**src/rtl/bcd_digit_serial_adder.sv**
```systemverilog
// Digit-serial packed-BCD adder: one digit per clock, LSD first, decimal carry rippled through a register.
// Optional operand-digit validity flag is built only when BCD_INVALID_CHECK_EN is defined.
module bcd_digit_serial_adder #(
    parameter int DIGITS = 4
) (
    input  logic                  clk,
    input  logic                  rst,
    input  logic                  start,
    input  logic [4*DIGITS-1:0]   a,
    input  logic [4*DIGITS-1:0]   b,
    input  logic                  cin,
    output logic                  busy,
    output logic                  done,
    output logic [4*DIGITS-1:0]   sum,
    output logic                  cout,
    output logic                  err
);

    localparam int W     = 4 * DIGITS;
    localparam int IDX_W = (DIGITS > 1) ? $clog2(DIGITS) : 1;

    localparam logic [1:0] S_IDLE = 2'd0;
    localparam logic [1:0] S_ADD  = 2'd1;
    localparam logic [1:0] S_DONE = 2'd2;

    logic [1:0]       state;
    logic [W-1:0]     a_sh;
    logic [W-1:0]     b_sh;
    logic [W-1:0]     res;
    logic             carry;
    logic [IDX_W-1:0] idx;

    logic [4:0]       t;
    logic [3:0]       digit;
    logic             carry_next;
    logic [W-1:0]     res_next;
    logic             accept;
    logic             last;

    // One-digit decimal correction; invalid digits follow the same rule.
    always_comb begin
        t          = {1'b0, a_sh[3:0]} + {1'b0, b_sh[3:0]} + {4'b0000, carry};
        digit      = t[3:0];
        carry_next = 1'b0;
        if (t > 5'd9) begin
            digit      = t[3:0] + 4'd6;
            carry_next = 1'b1;
        end
        res_next          = res >> 4;
        res_next[W-1 -: 4] = digit;
    end

    assign accept = start && ((state == S_IDLE) || (state == S_DONE));
    assign last   = (idx == IDX_W'(DIGITS - 1));

    assign busy = (state == S_ADD);
    assign done = (state == S_DONE);

    always_ff @(posedge clk or posedge rst) begin
        if (rst) begin
            state <= S_IDLE;
            a_sh  <= '0;
            b_sh  <= '0;
            res   <= '0;
            carry <= 1'b0;
            idx   <= '0;
            sum   <= '0;
            cout  <= 1'b0;
        end else begin
            case (state)
                S_IDLE, S_DONE: begin
                    if (accept) begin
                        a_sh  <= a;
                        b_sh  <= b;
                        carry <= cin;
                        idx   <= '0;
                        res   <= '0;
                        state <= S_ADD;
                    end else begin
                        state <= S_IDLE;
                    end
                end
                S_ADD: begin
                    a_sh  <= a_sh >> 4;
                    b_sh  <= b_sh >> 4;
                    carry <= carry_next;
                    res   <= res_next;
                    idx   <= idx + 1'b1;
                    if (last) begin
                        sum   <= res_next;
                        cout  <= carry_next;
                        state <= S_DONE;
                    end
                end
                default: state <= S_IDLE;
            endcase
        end
    end

`ifdef BCD_INVALID_CHECK_EN
    logic bad;

    always_comb begin
        bad = 1'b0;
        for (int i = 0; i < DIGITS; i++) begin
            if ((a[4*i +: 4] > 4'd9) || (b[4*i +: 4] > 4'd9)) begin
                bad = 1'b1;
            end
        end
    end

    // Flag is captured with the operands and held alongside the result.
    always_ff @(posedge clk or posedge rst) begin
        if (rst) begin
            err <= 1'b0;
        end else if (accept) begin
            err <= bad;
        end
    end
`else
    assign err = 1'b0;
`endif

endmodule

```
**config.mk**
```make
export PLATFORM = sky130hd
export DESIGN_NAME = bcd_digit_serial_adder
export DESIGN_NICKNAME = d
export VERILOG_FILES = /design/src/rtl/bcd_digit_serial_adder.sv
export SDC_FILE = /design/constraint.sdc
export NUM_CORES = 1
export LEC_CHECK = 0
export ABC_AREA = 1
export BUFFER_PORTS_ARGS = -buffer_cell sky130_fd_sc_hd__buf_2
export CAP_MARGIN = 40
export CORE_MARGIN = 5
export CORE_UTILIZATION = 56
export CTS_CLUSTER_DIAMETER = 30
export DETAILED_ROUTE_END_ITERATION = 12
export PLACE_DENSITY = 0.8
export SLEW_MARGIN = 20
export SYNTH_ARGS = -nofsm -noshare
export SYNTH_HDL_FRONTEND = slang
export SYNTH_SLANG_ARGS = --single-unit
```
**constraint.sdc**
```tcl
create_clock -name clk -period 2.5 [get_ports clk]
set_input_delay 0.125 -clock clk [delete_from_list [all_inputs] [get_ports clk]]
set_output_delay 0.125 -clock clk [all_outputs]
set_load 0.1 [all_outputs]
```
==> impl_metrics.toml <==
[layout]
fill_cells = 436
layout.nets = 409
fin_util_pct = 67.25
diodes = 0
area_growth_pct = 15.52
layout-drive-gt1-share_pct = 35.31

[timing]
setup_ws_ns = 0.1305
fmax_ghz = 0.4220
finalSetupViolations = 0
drv_slew = 0
holdWs_ns = 0.02122
clock-skew-final_ns = 0.006449
slew-limit-headroom_pct = 65.53
fin_crit_sh_pct = 94.78
period_needed_ns = 2.369
worst_pin_slew_ns = 0.5171
setup_tns_ns = 0
rsz0062_at_grt = "no"
finalHoldViolCount = 0

[setup_path]
r2r_start = "carry$_DFFE_PP0P_"
critical_path_class = "reg2reg"
critical_path.startpoint = "carry$_DFFE_PP0P_"
arrival_ns = 2.60
end_kind = "flip-flop"
startpoint_type = "flip-flop"
worstPathRequired_ns = 2.73
critical_path.max_fanout = 5

[clock_tree]
cts_buffers = 9
htreeDepth = 3
numClockSinks = 66
cts_tree = "built"
clk_pin_slew_worst_paths_ns = 0.07
clk_path_buf_depth = 2
root_buffer = "clkbuf_8"
clk_latency_ns = 0.34

[synthesis]
synth_largest_area_cell = "dfrtp_1"
synth.most_common_cell = "dfrtp_1"
synth_seq_cells = 66
synth_top_area_share_pct = 51.20
ys_seq_area_share_pct = 51.20
synthesis.instances = 313
synth.area.top_cells = "dfrtp_1 51%, a221oi_2 7.4%, inv_1 5.4%, nand2_1 4.7%, nand3_1 3.7%"
ys_types = 28
synth-edff-count = 0
netlist_area_sq_um = 3226
synth_common_cells = "66 x dfrtp_1, 46 x inv_1, 40 x nand2_1, 24 x nand3_1, 24 x nor3_1"
syn-num-nets = 356
syn-mean-instance-area_sq_um = 10.31
synth_flop_cell = "dfrtp_1"
yosysWarningCount = 0
synthArstFlopShare_pct = 100.0

[place]
dp.final_hpwl_um = 4310
gp_congestion = 0.8708
place_ws_ns = 0.04408
io_buffer_count = 54

[detailed_routing]
drc = 0
wl_per_cell_um = 14.58
drt_pass1_iterations = 4
postRouteAntennaNets = 0
drt-total-wl_um = 6459
drt_iter0_drc = 103
dr_total_vias = 2354
vias_per_cell = 5.314

[die]
fp-row-count = 27
io_pins = 56
core_area_sq_um = 5540
die_w_um = 85.90
die-area_sq_um = 7378
die_y_um = 85.90
start_util_pct = 58.22

[global_route]
grt_max_degree = 67
antenna_found_initial = 0
gr-usage-all-layers_pct = 18.64
grt_pass1_vias = 2238
grt_use_met3_pct = 4.419
grt-busiest-layer = "met2"
use_met1_pct = 24.81
gr-total-overflow = 0
grt_pass1_wl_um = 10660
grt_util_met2_pct = 28.31

[worst_hold_path]
min-delay-path-class = "in2reg"
hold_start = "a[15]"

[status]
status = "complete, no violations"

[run]
cap_viol_max_count = 0
## per-stage QoR
stage	cell area, sq um	cells
2_1_floorplan	3226	313
3_3_place_gp	3485	423
3_5_place_dp	3485	423
4_1_cts	3664	439
5_1_grt	3726	443
6_report	3726	443
## final cells by class
class	count	area, sq um	area share [%]
Sequential cell	66	1652	44.32
Tap cell	72	90.09	2.418
Timing Repair Buffer	61	360.3	9.671
Inverter	50	192.7	5.171
Multi-Input combinational cell	178	1252	33.61
Clock inverter	6	41.29	1.108
Clock buffer	10	137.6	3.694
## worst max-delay path: stages, from the launching register on
cell	delay, ns
dfrtp_1	0.40
fa_2	0.42
fa_2	0.56
inv_1	0.06
ha_2	0.18
inv_1	0.07
nor2_1	0.05
a21oi_2	0.12
nand2_2	0.11
nand2_4	0.09
nand2_1	0.07
nand3_1	0.08
o21ai_2	0.05
## logic make-up after synthesis
group                      after synthesis  share of synthesized area [%]
AOI/OAI and AO/OA                       62                          19.08
adders and majority gates                7                          3.181
buffers and inverters                   69                          10.28
DFF                                     66                          51.20
other                                    1                         0.1163
and+or+nand+nor                        108                          16.14
## routing by layer
metal | vias up | wire (um) | part of all wire (%)
li1 | 1159 | - | -
met1 | 1119 | 2895 | 45
met2 | 64 | 3074 | 48
met3 | 12 | 354 | 5.5
met4 | 0 | 135 | 2.1
met5 | - | 0 | 0
## registers in the layout (all words and copies together), names as in the netlist
| name | cells |
|---|---|
| b_sh | 16 |
| res | 12 |
| carry | 1 |
| cout | 1 |
| sum | 16 |
| idx | 2 |
| a_sh | 16 |
| state | 2 |
## cells in the final DEF (no fill, tap or decap)
cell type,instances
fa_2,2
inv_2,4
o21ai_0,14
clkbuf_8,10
nor2_4,1
clkinv_2,2
nand2_4,1
nand2_1,39
buf_4,5
nor2_1,13
a22o_1,1
a211oi_1,7
dlygate4sd3_1,1
buf_16,1
buf_12,1
a21oi_2,3
a21oi_1,1
nand2_2,4
dfrtp_1,66
conb_1,1
nand2_8,2
o21ai_2,10
inv_6,2
clkinvlp_4,3
ha_2,1
nand3_1,24
o22ai_2,9
a211oi_2,1
nor3_1,24
ha_1,4
a221oi_2,16
buf_2,53
inv_1,45
## repair_timing
action | in CTS | in global routing
resized for setup | 0 | 4
setup endpoints to repair | 0 | 6
hold buffers | 0 | 1
setup buffers | 0 | 2
endpoints found under the hold margin | 0 | 6
## path summary, 6_finish.rpt
path / to / slack [ns] / cells past startpoint
worst max register to register: res[13]$_DFFE_PP0P_ / 0.13 / 12
worst max-delay path: res[13]$_DFFE_PP0P_ / 0.13 / 12
max in group asynchronous: res[13]$_DFFE_PP0P_ / 1.72 / 5
min in group asynchronous: a_sh[6]$_DFFE_PP0P_ / 0.29 / 4
worst min-delay path: a_sh[15]$_DFFE_PP0P_ / 0.02 / 3
worst min register to register: sum[15]$_DFFE_PP0P_ / 0.48 / 2
Power is not shown: default switching activity piles up to over one toggle a cycle in this logic, so the estimate is an artifact.
